==> config.mk <==
export PLATFORM = sky130hd
export DESIGN_NAME = mem_arbiter
export DESIGN_NICKNAME = d
export VERILOG_FILES = /design/src/rtl/mem_pkg.sv /design/src/rtl/mem_arb_pick.sv /design/src/rtl/mem_arbiter.sv
export SDC_FILE = /design/constraint.sdc
export NUM_CORES = 1
export LEC_CHECK = 0
export BUFFER_PORTS_ARGS = -buffer_cell sky130_fd_sc_hd__buf_2
export CORE_ASPECT_RATIO = 1.1
export CORE_UTILIZATION = 50
export CTS_CLUSTER_SIZE = 20
export DETAILED_ROUTE_END_ITERATION = 8
export PLACE_DENSITY = 0.89
export SKIP_CTS_REPAIR_TIMING = 1
export SYNTH_ARGS = -nofsm -noshare
export SYNTH_HDL_FRONTEND = slang
export SYNTH_HIERARCHICAL = 1
export SYNTH_SLANG_ARGS = --single-unit
==> constraint.sdc <==
create_clock -name clk -period 3.55 [get_ports clk]
set_clock_uncertainty 0.1 [all_clocks]
set_input_delay 0 -clock clk [delete_from_list [all_inputs] [get_ports clk]]
set_output_delay 0 -clock clk [all_outputs]
set_load 0.005 [all_outputs]
==> src/rtl/mem_pkg.sv <==
// Shared types for the cache/memory port arbiter.
package mem_pkg;

  localparam logic [1:0] OP_READ  = 2'b01;
  localparam logic [1:0] OP_WRITE = 2'b10;

  typedef enum logic [1:0] {
    IDLE,
    ACCESS,
    RESP
  } state_t;

  typedef enum logic {
    OWN_IF,
    OWN_D
  } owner_t;

endpackage

==> src/rtl/mem_arb_pick.sv <==
// Winner select between fetch and data, with a starvation counter that
// eventually forces a fetch grant when data keeps winning.
module mem_arb_pick
  import mem_pkg::*;
#(
  parameter int STARVE_MAX = 4
) (
  input  logic   i_clk,
  input  logic   i_rst_n,
  input  logic   i_idle,
  input  logic   i_if_req,
  input  logic   i_d_req,
  output owner_t o_win
);

  logic [3:0] r_starve;
  logic       w_starved;
  logic       w_if_win;

  // Data has priority unless fetch has lost STARVE_MAX arbitrations in a row
  always_comb begin
    w_starved = (r_starve == 4'(STARVE_MAX));
    w_if_win  = i_if_req && (!i_d_req || w_starved);
    o_win     = w_if_win ? OWN_IF : OWN_D;
  end

  // Count only lost contended arbitrations; any fetch grant or idle fetch clears
  always_ff @(posedge i_clk or negedge i_rst_n) begin
    if (!i_rst_n) begin
      r_starve <= '0;
    end else if (i_idle) begin
      if (!i_if_req || w_if_win)
        r_starve <= '0;
      else if (i_d_req && !w_starved)
        r_starve <= r_starve + 4'd1;
    end
  end

endmodule

==> src/rtl/mem_arbiter.sv <==
// Shares one cache port between fetch and load/store: latch one request,
// strobe the cache until hit or timeout, then ack the owner for one cycle.
module mem_arbiter
  import mem_pkg::*;
#(
  parameter int ADDR_W     = 32,
  parameter int DATA_W     = 32,
  parameter int STARVE_MAX = 4,
  parameter int WAIT_MAX   = 255
) (
  input  logic              clk,
  input  logic              reset_n,
  input  logic              if_req,
  input  logic [ADDR_W-1:0] if_addr,
  output logic              if_ack,
  output logic [DATA_W-1:0] if_rdata,
  input  logic              d_req,
  input  logic [1:0]        d_op,
  input  logic [ADDR_W-1:0] d_addr,
  input  logic [DATA_W-1:0] d_wdata,
  output logic              d_ack,
  output logic [DATA_W-1:0] d_rdata,
  output logic              cache_read,
  output logic              cache_write,
  output logic [ADDR_W-1:0] cache_addr,
  output logic [DATA_W-1:0] cache_wdata,
  input  logic [DATA_W-1:0] cache_rdata,
  input  logic              cache_hit,
  output logic              busy,
  output logic              timeout_err
);

  state_t            r_state, w_state_nxt;
  owner_t            r_owner, w_win;
  logic              r_write;
  logic [ADDR_W-1:0] r_addr;
  logic [DATA_W-1:0] r_wdata;
  logic [7:0]        r_wait, w_wait_nxt;
  logic              r_if_ack, r_d_ack, r_tmo;
  logic [DATA_W-1:0] r_if_rdata, r_d_rdata;
  logic              w_latch, w_done, w_tmo;
  logic [DATA_W-1:0] w_cap;

  mem_arb_pick #(.STARVE_MAX(STARVE_MAX)) u_pick (
    .i_clk   (clk),
    .i_rst_n (reset_n),
    .i_idle  (r_state == IDLE),
    .i_if_req(if_req),
    .i_d_req (d_req),
    .o_win   (w_win)
  );

  // State register
  always_ff @(posedge clk or negedge reset_n) begin
    if (!reset_n) r_state <= IDLE;
    else          r_state <= w_state_nxt;
  end

  // Next state, wait counter and completion/timeout decisions
  always_comb begin
    w_state_nxt = r_state;
    w_latch     = 1'b0;
    w_done      = 1'b0;
    w_tmo       = 1'b0;
    w_wait_nxt  = r_wait;
    case (r_state)
      IDLE: begin
        if (if_req || d_req) begin
          w_latch     = 1'b1;
          w_wait_nxt  = '0;
          w_state_nxt = ACCESS;
        end
      end
      ACCESS: begin
        if (cache_hit) begin
          w_done      = 1'b1;
          w_state_nxt = RESP;
        end else begin
          w_wait_nxt = r_wait + 8'd1;
          if (w_wait_nxt == 8'(WAIT_MAX)) begin
            w_done      = 1'b1;
            w_tmo       = 1'b1;
            w_state_nxt = RESP;
          end
        end
      end
      RESP:    w_state_nxt = IDLE;
      default: w_state_nxt = IDLE;
    endcase
    // Writes and timeouts return zero data
    w_cap = (w_tmo || r_write) ? '0 : cache_rdata;
  end

  // Request latch, response capture, one-cycle acks and sticky timeout flag
  always_ff @(posedge clk or negedge reset_n) begin
    if (!reset_n) begin
      r_owner    <= OWN_IF;
      r_write    <= 1'b0;
      r_addr     <= '0;
      r_wdata    <= '0;
      r_wait     <= '0;
      r_if_ack   <= 1'b0;
      r_d_ack    <= 1'b0;
      r_if_rdata <= '0;
      r_d_rdata  <= '0;
      r_tmo      <= 1'b0;
    end else begin
      r_wait   <= w_wait_nxt;
      r_if_ack <= w_done && (r_owner == OWN_IF);
      r_d_ack  <= w_done && (r_owner == OWN_D);
      if (w_latch) begin
        r_owner <= w_win;
        r_addr  <= (w_win == OWN_IF) ? if_addr : d_addr;
        // Only the exact write code writes; every other op code reads
        r_write <= (w_win == OWN_D) && (d_op == OP_WRITE);
        if (w_win == OWN_D) r_wdata <= d_wdata;
      end
      if (w_done && (r_owner == OWN_IF)) r_if_rdata <= w_cap;
      if (w_done && (r_owner == OWN_D))  r_d_rdata  <= w_cap;
      if (w_tmo) r_tmo <= 1'b1;
    end
  end

  assign cache_read  = (r_state == ACCESS) && !r_write;
  assign cache_write = (r_state == ACCESS) && r_write;
  assign cache_addr  = r_addr;
  assign cache_wdata = r_wdata;
  assign if_ack      = r_if_ack;
  assign d_ack       = r_d_ack;
  assign if_rdata    = r_if_rdata;
  assign d_rdata     = r_d_rdata;
  assign busy        = (r_state != IDLE);
  assign timeout_err = r_tmo;

endmodule

== After elaboration in Yosys (flattened, before gate mapping) ==
Index checks and enable logic that the tools add are counted.

* Logic and storage cells: 65
* Output and inout bits: 134
* Input port bits: 135
* Register bits after elaboration: 147

* Muxes and demuxes: 19
* Reductions and logical operators: 23
* Add/sub/neg operators: 2
* Eq/ne operators: 7
* Bitwise operators: 2

{| class="wikitable"
|+ Operators by type and width
! cell !! number
|-
| 2-to-1 mux 32 bit || 2
|-
| 2-to-1 mux 8 bit || 2
|-
| case mux 8 bit (2 select lines) || 1
|-
| adder 8 x 1 -> 8 bit, second input constant || 1
|-
| == test 8 bit, second input constant || 1
|-
| 2-to-1 mux 1 bit || 8
|-
| 2-to-1 mux 4 bit || 2
|-
| logical AND 1 bit || 7
|-
| 2-to-1 mux 2 bit || 3
|-
| AND reduction 2 bit || 3
|-
| nonzero test 2 bit || 3
|-
| adder 4 x 1 -> 4 bit, second input constant || 1
|-
| == test 4 x 3 -> 1 bit, second input constant || 1
|-
| logical NOT 1 bit || 4
|-
| logical OR 1 bit || 4
|-
| != test 2 bit, second input constant || 2
|-
| case mux 2 bit (2 select lines) || 1
|-
| != test 3 bit, second input constant || 1
|-
| AND reduction 3 bit || 1
|-
| == test 2 x 1 -> 1 bit, second input constant || 1
|-
| == test 2 bit, second input constant || 1
|-
| logical NOT 2 bit || 1
|-
| NOT 1 bit || 2
|}

== Logic depth before layout (Yosys ltp) ==
* Word-level depth: 7
* Mapped depth: 9
* Mapped depth without buffers: 7

== Modules after synthesis ==
Netlist, hierarchy kept.

{| class="wikitable"
|+ Modules (own cells, without submodules)
! module !! area an instance (um^2) !! sequential area each (um^2) !! times used !! cells each
|-
| mem_arbiter || 6472.5 || 3578.4 || 1 || 645
|-
| mem_arb_pick || 247.7 || 100.1 || 1 || 24
|}

== Least setup slack after synthesis ==
No wires, ideal clock.

* Path kind: register -> register
* Start point: register u_pick.r_starve[0]
* End point: register r_addr[13] (netlist: cache_addr[13])
* Data arrival time: 1915 ps
* Required time: 3317 ps
* Library setup time: 133 ps
* Cell stages (with the launch flop): 10
* Path buffers: 2
* Slack: 1402 ps
* Cells stage by stage: dfrtp_1 -> inv_1 -> ha_1 -> nor2b_2 -> a21bo_2 -> nand2_1 -> buf_2 -> clkbuf_1 -> mux2i_1 -> o21ai_0

* Cells in the longest elaborated chain, start to end: 4

{| class="wikitable"
|+ RTL lines
! what !! line !! text
|-
| start: declaration || mem_arb_pick.sv:16 || <nowiki>logic [3:0] r_starve;</nowiki>
|-
| start signal: assignment || mem_arb_pick.sv:35 || <nowiki>r_starve <= r_starve + 4'd1;</nowiki>
|-
| == test 4 x 3 -> 1 bit || mem_arb_pick.sv:22 || <nowiki>w_starved = (r_starve == 4'(STARVE_MAX));</nowiki>
|-
| logical OR 1 bit || mem_arb_pick.sv:23 || <nowiki>w_if_win = i_if_req && (!i_d_req || w_starved);</nowiki>
|-
| logical AND 1 bit || mem_arb_pick.sv:23 ||
|-
| 2-to-1 mux 32 bit || mem_arbiter.sv:113 || <nowiki>r_addr <= (w_win == OWN_IF) ? if_addr : d_addr;</nowiki>
|-
| end signal: assignment || mem_arbiter.sv:113 ||
|-
| end: declaration || mem_arbiter.sv:36 || <nowiki>logic [ADDR_W-1:0] r_addr;</nowiki>
|}

Every way passes these cells.
A chain may end at the register's enable or synchronous reset.

== Worst setup path in the final report ==
* Start point: register u_pick.r_starve[0]
* End point: register r_addr[0] (netlist: cache_addr[0])

Same word-level chain as after synthesis.

==> impl_metrics.tcl <==
set metrics [dict create \
    pwr-share-comb_pct 38.0 \
    regArea_um2 3680 \
    cp_slowest_cell "dlygate4sd3_1" \
    syn_to_final_growth_pct 49.4 \
    final_cell_mix "buf_2, dfrtp_1, dlygate4sd3_1" \
    synth_nets 808 \
    num_vias 7221 \
    grt_pass1_wl_um 29500 \
    status "finished, final reports clean" \
    grt_start_max_net_pins 104 \
    multi_input_area_um2 2800 \
    synth-edff-count 0 \
    crit_type "reg -> reg" \
    clockBufferDepth 2 \
    synth_seq_cells 147 \
    synth_cells 669 \
    grt_usage_pct 27.7 \
    slew_headroom_pct 24.3 \
    mostFrequentLayoutCell "buf_2" \
    die_width_um 113 \
    grt_pass1_vias 5747 \
    hold_violations 0 \
    portBuffers 268 \
    synth_area_per_cell_um2 10.0 \
    max_freq_ghz 0.315 \
    end_kind "flip-flop" \
    synthFlopType "dfrtp_1" \
    clock_sinks 147 \
    fin_crit_ns 3.18 \
    rsz0062_at_grt "false" \
    num_io_pins 269 \
    core_region_area_um2 13200 \
    antenna_found_initial 10 \
    p_leak_nw 5.05 \
    finalCritPeriodShare_pct 89.5 \
    async_flop_share_pct 100 \
    clockRootBuffer "clkbuf_16" \
    finalWeightedCongestion 0.832 \
    hold_path.class "in -> async" \
    setup_violations 0 \
    postRouteAntennaNets 0 \
    setup-tns-final_ns 0 \
    start_util_pct 51.1 \
    clk_pin_slew_ns 0.07 \
    tritoncts "built" \
    cts_htree_levels 4 \
    p_clk_share_pct 22.7 \
    post-dp-hpwl_um 13300 \
    p_switching_w 0.00290 \
    cp.arrival_ns 3.35 \
    rows 44 \
    p_seq_share_pct 39.3 \
    syn_area_um2 6720 \
    drv_slew 0 \
    drc 0 \
    clkLatencyLatePin_ns 0.41 \
    path_cells "inv_1 > ha_1 > nor2b_2 > a21bo_2 > nand2_2 > buf_4 > mux2i_1 > dlygate4sd3_1 > o21ai_0" \
    cp_slowest_stage_delay_ns 0.58 \
    wirelength_um 25800 \
    yosysSeqAreaShare_pct 54.7 \
    switching_share_pct 38.0 \
    numCtsBuffers 17 \
    timing.critical_path.buf_inv 3 \
    synth_warnings 6 \
    peakVddDrop_v 0.000560 \
    cell_internal_pwr_w 0.00474 \
    critical_path.top_delay_family "buffers and inverters" \
    final_nets 1189 \
    cap_viol_max_count 0 \
    drt_iter0_drc 1001 \
    crit_required_ns 3.72 \
    viasPerCell 5.87 \
    worstMarginPinSlew_ns 1.13 \
    synth_cell_type_count 44 \
    worst-path-max-fanout 22 \
    die_area_um2 13900 \
    wl_per_cell_um 21.0 \
    drive_gt1_share_pct 33.1 \
    grt-ovfl-total 0 \
    drtPass1Iterations 5 \
    hold_ws_ns 0.179 \
    startpoint_type "flip-flop" \
    powerDensity_nw_per_um2 761 \
    die_h_um 124 \
    n_fill_cell 790 \
]
[worst reg2reg max path, delay by kind of cell (launching register included)]
family,cells,cell delay (ns)
compound gates,2,0.55
flops,1,0.42
simple gates,2,0.48
mux,1,0.15
buf+inv,3,1.11
fa+ha+maj,1,0.21
[cells by family (layout without fill, tap and decap cells)]
logic type	count (synthesis)	in the layout	share of synthesized area, %
flip-flops	147	147	54.7
multiplexers	66	66	10.4
other	0	7	0
buffers and inverters	56	449	3.97
AND/OR/NAND/NOR	206	206	15.2
XOR/XNOR	1	1	0.130
AO/OA/AOI/OAI	189	189	14.8
adder cells (fa/ha/maj)	4	4	0.745
[cell usage after synthesis (all sizes together) (2+ instances only)]
| cell type | number | area share, % |
|---|---|---|
| mux2 | 33 | 5.5 |
| clkbuf | 36 | 2.0 |
| ha | 4 | 0.74 |
| or3 | 2 | 0.26 |
| mux2i | 33 | 4.9 |
| a21o | 3 | 0.35 |
| nand4 | 2 | 0.19 |
| and3 | 64 | 6.0 |
| nand2b | 2 | 0.19 |
| nand2 | 110 | 6.1 |
| inv | 6 | 0.34 |
| buf | 14 | 1.6 |
| a21bo | 2 | 0.30 |
| a22o | 2 | 0.26 |
| nand3 | 7 | 0.60 |
| a21oi | 71 | 5.3 |
| nor2 | 4 | 0.22 |
| dfrtp | 147 | 55 |
| nor3b | 3 | 0.34 |
| nor2b | 3 | 0.32 |
| o21ai | 104 | 7.7 |
| and2 | 3 | 0.28 |
| o31ai | 3 | 0.34 |
[sequential cells by signal, summed over array words and instances (netlist names)]
signal,count
cache_addr,32
cache_wdata,32
d_ack,1
d_rdata,32
if_ack,1
if_rdata,32
r_owner,1
r_state,2
r_wait,8
r_write,1
timeout_err,1
u_pick/r_starve,4
[metal layers]
layer	up-vias	global-route usage [%]	wire length (µm)
met5	-	0	27
met2	511	45.2	12400
met1	3473	33.8	9640
met3	121	9.20	2380
met4	4	12.1	1410
li1	3112	-	-
[stage by stage]
| step | cells | instance area [µm²] | power, W | worst slack [ns] | util [%] |
|---|---|---|---|---|---|
| 3_5_place_dp | 1057 | 8120 | 0.00546 | 1.12 | 61.7 |
| 5_1_grt | 1228 | 10000 | 0.00804 | 0.291 | 76.3 |
| 2_1_floorplan | 669 | 6720 | 0.00426 | 1.40 | - |
| 4_1_cts | 1088 | 8670 | 0.00717 | 1.12 | 65.9 |
| 6_report | 1230 | 10000 | 0.00764 | 0.373 | 76.3 |
| 3_3_place_gp | 1057 | 8120 | 0.00531 | 1.22 | 61.7 |
[final cells by class]
class / instances / share of cell area, %
repair buffers: 412 / 27.5
flip-flops and latches: 147 / 36.6
diodes: 7 / 0.174
clock inverters: 9 / 0.810
inverters: 6 / 0.224
clock buffers: 22 / 4.72
multi-input cells: 466 / 27.9
well taps: 161 / 2.01
[power groups by stage]
stage               clock [W]  combinational [W]  sequential [W]
floorplan                   0            0.00136         0.00289
global placement            0            0.00245         0.00286
detailed placement          0            0.00257         0.00289
CTS                   0.00172            0.00257         0.00288
global route          0.00180            0.00318         0.00306
finish                0.00173            0.00291         0.00300
[worst paths after layout]
path	depth (start not counted)	slack (ns)	to	from
worst max-delay path	9	0.37	cache_addr[0]	u_pick/r_starve[0]
worst min-delay path	2	0.18	cache_addr[11]	reset_n
worst max register to register	9	0.37	cache_addr[0]	u_pick/r_starve[0]
worst min register to register	1	0.38	timeout_err	timeout_err
max in group asynchronous	3	2.20	cache_wdata[23]	reset_n
min in group clk	3	0.26	cache_wdata[28]	d_wdata[28]
Power figures use the tool's default switching activity.
